==> src/rtl/cntr_pkg.sv <==
// cntr_pkg -- shared constants for the reload timer.
//   DEFAULT_WIDTH / DEFAULT_PRESCALE_W : default counter and prescaler widths
//   DIR_UP / DIR_DOWN                  : encoding of the dir_down input
//   MODE_PERIODIC / MODE_ONESHOT       : encoding of the mode_oneshot input
package cntr_pkg;

  localparam int DEFAULT_WIDTH      = 8;
  localparam int DEFAULT_PRESCALE_W = 4;

  localparam logic DIR_UP   = 1'b0;
  localparam logic DIR_DOWN = 1'b1;

  localparam logic MODE_PERIODIC = 1'b0;
  localparam logic MODE_ONESHOT  = 1'b1;

endpackage

==> src/rtl/register_nbit.sv <==
// register_nbit -- WIDTH-bit load-enabled holding register.
// Ports:
//   CLK      : clock, rising edge
//   RST      : synchronous active-high reset, clears the register
//   load     : capture data_in on the next edge
//   data_in  : value to capture
//   data_out : stored value
module register_nbit
  import cntr_pkg::*;
#(
  parameter int WIDTH = DEFAULT_WIDTH
) (
  input  logic             CLK,
  input  logic             RST,
  input  logic             load,
  input  logic [WIDTH-1:0] data_in,
  output logic [WIDTH-1:0] data_out
);

  always_ff @(posedge CLK) begin
    if (RST) begin
      data_out <= '0;
    end else if (load) begin
      data_out <= data_in;
    end
  end

endmodule

==> src/rtl/cntr_reload_timer.sv <==
// cntr_reload_timer -- up/down counter with reload register, periodic or
// one-shot operation, registered terminal-count pulse and sticky interrupt.
// Optional feature macro: CNTR_PRESCALER_EN adds the presc port and a
// PRESCALE_W-bit prescaler that gates the count step.
// Ports:
//   clk, rst     : clock and synchronous active-high reset
//   en           : count enable
//   load/data_in : write data_in into the reload register
//   re_load      : restart counter from the reload value
//   dir_down     : 0 = count up to all-ones, 1 = count down to zero
//   mode_oneshot : 0 = periodic, 1 = one-shot
//   irq_clr      : clear the sticky interrupt
//   presc        : prescale divisor minus one (CNTR_PRESCALER_EN only)
//   data_out     : current count
//   tc           : one-cycle terminal-count pulse, registered
//   running      : counter active
//   irq          : sticky terminal-count flag
module cntr_reload_timer
  import cntr_pkg::*;
#(
  parameter int WIDTH      = DEFAULT_WIDTH,
  parameter int PRESCALE_W = DEFAULT_PRESCALE_W
) (
  input  logic                  clk,
  input  logic                  rst,
  input  logic                  en,
  input  logic                  load,
  input  logic [WIDTH-1:0]      data_in,
  input  logic                  re_load,
  input  logic                  dir_down,
  input  logic                  mode_oneshot,
  input  logic                  irq_clr,
`ifdef CNTR_PRESCALER_EN
  input  logic [PRESCALE_W-1:0] presc,
`endif
  output logic [WIDTH-1:0]      data_out,
  output logic                  tc,
  output logic                  running,
  output logic                  irq
);

  if (WIDTH < 2 || PRESCALE_W < 1) begin : g_param_check
    $error("cntr_reload_timer: WIDTH must be >= 2 and PRESCALE_W >= 1");
  end

  localparam logic [WIDTH-1:0] ALL_ONES = '1;

  function automatic logic at_terminal(input logic [WIDTH-1:0] c, input logic down);
    return (down == DIR_DOWN) ? (c == '0) : (c == ALL_ONES);
  endfunction

  logic [WIDTH-1:0] reload_val;
  logic             presc_hit;
  logic             tick;
  logic             term;

  register_nbit #(.WIDTH(WIDTH)) u_reload (
    .CLK      (clk),
    .RST      (rst),
    .load     (load),
    .data_in  (data_in),
    .data_out (reload_val)
  );

`ifdef CNTR_PRESCALER_EN
  logic [PRESCALE_W-1:0] presc_cnt;

  // >= rather than == so that lowering presc mid-phase cannot strand the
  // count above the new divisor.
  assign presc_hit = (presc_cnt >= presc);

  always_ff @(posedge clk) begin
    if (rst || re_load) begin
      presc_cnt <= '0;
    end else if (en && running) begin
      presc_cnt <= presc_hit ? '0 : presc_cnt + 1'b1;
    end
  end
`else
  assign presc_hit = 1'b1;
`endif

  assign tick = en & running & presc_hit;
  assign term = at_terminal(data_out, dir_down);

  always_ff @(posedge clk) begin
    if (rst) begin
      data_out <= '0;
      running  <= 1'b1;
      tc       <= 1'b0;
      irq      <= 1'b0;
    end else begin
      tc  <= 1'b0;
      // irq follows the registered tc, so a clear seen alongside a visible
      // tc pulse loses to the set.
      irq <= tc | (irq & ~irq_clr);
      if (re_load) begin
        // load in the same cycle bypasses the reload register
        data_out <= load ? data_in : reload_val;
        running  <= 1'b1;
      end else if (tick) begin
        if (term) begin
          tc <= 1'b1;
          if (mode_oneshot == MODE_ONESHOT) begin
            running <= 1'b0;
          end else begin
            data_out <= reload_val;
          end
        end else if (dir_down == DIR_DOWN) begin
          data_out <= data_out - 1'b1;
        end else begin
          data_out <= data_out + 1'b1;
        end
      end
    end
  end

endmodule
==> config.mk <==
export PLATFORM = sky130hd
export DESIGN_NAME = cntr_reload_timer
export DESIGN_NICKNAME = d
export VERILOG_FILES = /design/src/rtl/cntr_pkg.sv /design/src/rtl/register_nbit.sv /design/src/rtl/cntr_reload_timer.sv
export SDC_FILE = /design/constraint.sdc
export NUM_CORES = 1
export LEC_CHECK = 0
export CAP_MARGIN = 20
export CORE_MARGIN = 10
export CORE_UTILIZATION = 36
export DETAILED_ROUTE_END_ITERATION = 7
export SLEW_MARGIN = 20
export SYNTH_ARGS = -nofsm -noshare
export SYNTH_HDL_FRONTEND = slang
export SYNTH_HIERARCHICAL = 1
export SYNTH_SLANG_ARGS = --single-unit
==> constraint.sdc <==
create_clock -name clk -period 1.8 [get_ports clk]
set_input_delay 0.36 -clock clk [delete_from_list [all_inputs] [get_ports clk]]
set_output_delay 0.36 -clock clk [all_outputs]
set_load 0.03 [all_outputs]
==> results.yml <==
clock_tree:
  tritoncts: "yes"
  cts.clk_slew.worst_paths_ns: 0.07
  htreeDepth: 1
  clk_latency_ns: 0.26
  root_buffer: "clkbuf_8"
  clockBufferDepth: 2
  cts_buffers: 3
  clkSinkCount: 19
logic_synthesis:
  synthFlopType: "dfxtp_1"
  synth_warnings: 6
  synthArstFlopShare_pct: 0
  synth.avg_cell_area_sq_um: 8.40
  syn_area_sq_mm: 0.00134
  synth_seq_area_share_pct: 28.5
  synth_top_area_share_pct: 28.5
  ys_ff_latch: 19
  synth_edf_count: 0
  yosysMostFrequentCell: "dfxtp_1"
  syn_inst: 159
  synth_fp_nets: 182
  yosys.area.top_type: "dfxtp_1"
  synthTopCellsByCount: "dfxtp_1 (19), nor2_1 (18), mux2i_1 (16)"
  synth_area_leaders: "dfxtp_1 (28%), mux2i_1 (12%), ha_1 (5.6%)"
  ys_types: 44
route:
  final_antenna_net_count: 0
  vias: 1397
  drt-pass1-iter-count: 4
  via_per_inst: 5.27
  wl_per_cell_um: 15.1
  drc_errors: 0
  drt-total-wl_um: 4010
  drtIter0Drc: 133
timing:
  hold_viol_final: 0
  rsz0062_at_grt: "yes"
  slew_viol_final: 0
  layout_worst_path_cycle_share_pct: 98.6
  hold-worst-slack_ns: 0.476
  finalSetupTns_ns: 0
  clock_skew_ns: 0.00525
  worst_slew_pin_slew_ns: 0.425
  maxSlewHeadroom_pct: 71.3
  period_minus_slack_ns: 1.77
  finalSetupViolCount: 0
  clock.fmax_mhz: 563
floorplan:
  initial_utilization_pct: 36.7
  fp.dieH_um: 80.9
  placementRows: 22
  die-area_sq_mm: 0.00654
  die_width_um: 80.9
  io_pins: 27
  core_area_sq_mm: 0.00363
place:
  gp_congestion: 0.921
  hpwl_um: 3140
  port_buffers: 26
final_layout:
  multi_input_area_sq_um: 975
  num_antenna_cells: 0
  fill_cells: 347
  nNetsFinal: 241
  area_growth_syn_to_layout_pct: 53.7
  final-seq-area_sq_um: 394
  layout-drive-gt1-share_pct: 30.9
setup_path:
  cp-start-kind: "register"
  critPathKind: "reg2reg"
  worstPathRequired_ns: 1.95
  worst_ep_arrival_time_ns: 1.92
  reg2regPathDepth: 8
  critPathCaptureType: "register"
  crit_path_max_fanout: 4
hold_path:
  min_path_type: "reg2reg"
  whs_path_depth: 2
run:
  cap_violations: 0
power:
  p_per_area_mw_per_mm2: 698
  ir_drop_mv: 0.499
  p_leak_uw: 0.000883
  total_power_uw: 1430
grt:
  grt_pass1_vias: 1469
  grt_max_degree: 18
  antenna_found_initial: 0
  grtUsageTotal_pct: 12.4
  gr-total-overflow: 0
  grt_pass1_wl_um: 6640
status:
  status: "finished, final reports clean"
routing by layer:
layer | vias to the layer above | track usage, % | share of wire [%]
met5 | - | 0 | 0
met4 | 0 | 2.25 | 0.62
met2 | 32 | 22.1 | 52
li1 | 708 | - | -
met1 | 655 | 14.8 | 42
met3 | 2 | 2.76 | 5.1
per-stage QoR:
step	worst slack [ns]	std cells	instance area, sq um	util (%)
floorplan	0.000672	159	1360	-
global placement	-0.516	254	1860	51.1
detailed placement	-0.585	254	1860	51.1
CTS	-0.0394	260	1980	54.4
global route	-0.0335	265	2050	56.5
finish	0.0252	265	2050	56.5
path summary, 6_finish.rpt:
kind         slack (ns)        start     endpoint
min reg2reg        0.48           tc          irq
max reg2reg        0.03  data_out[1]  data_out[3]
max                0.03  data_out[1]  data_out[3]
min                0.48           tc          irq
critical path, cell delays in order, from the launching register on:
cell and delay (ns):
dfxtp_4 0.36, buf_6 0.12, ha_4 0.22, a21o_1 0.18, buf_4 0.13, a21oi_2 0.14
xor2_1 0.17, o211ai_1 0.10, a32o_1 0.25
cell usage in the layout, fill, tap and decap left out, types with 2 or more instances in the layout:
master and count:
o211ai_1 6, nor3_1 4, nand2b_1 2, xor2_1 2
clkbuf_8 3, clkdlybuf4s50_1 22, o21ai_0 7, a32o_1 6
dfxtp_2 5, a21oi_2 4, xnor2_1 3, dlymetal6s2s_1 2
buf_6 2, a21oi_1 3, a211o_1 2, dfxtp_1 12
a21o_1 3, nor2_1 18, a31oi_1 2, nand3_1 2
nand4_1 3, mux2i_1 16, nand2_1 12, inv_1 9
and4_1 2, dfxtp_4 2, ha_4 4, buf_4 31
timing repair:
| item | in CTS | in global routing |
|---|---|---|
| hold buffers | 0 | 0 |
| setup endpoints to repair | 10 | 9 |
| buffers inserted | 1 | 5 |
| pin swaps | 9 | 8 |
| gates resized for setup | 15 | 10 |
| cloned | 1 | 0 |
flip-flops by register name, summed over array words and instances (netlist names):
register,count
data_out,8
u_reload/data_out,8
running,1
irq,1
tc,1
cells by family (layout without fill, tap and decap cells):
kind of cell	after synthesis	in the layout	share of synthesized area [%]
and+or+nand+nor	52	52	19.9
DFF	19	19	28.5
buffers and inverters	17	75	6.28
adders and majority gates	7	7	7.12
muxes	16	16	12.0
AOI/OAI and AO/OA	43	43	23.0
xor gates and xnor gates	5	5	3.28
layout make-up:
type	instances	share of cell area [%]
timing repair buffer	61	26.3
multi-input combinational	123	47.5
tap	48	2.93
clock buffer	3	2.01
inverter	10	1.83
sequential	19	19.2
clock inverter	1	0.244
report_power, final:
part	total, uW	switching [uW]	internal [uW]
Sequential	507	49.0	458
Clock	297	143	154
Combinational	628	296	332
Power figures use the tool's default switching activity.
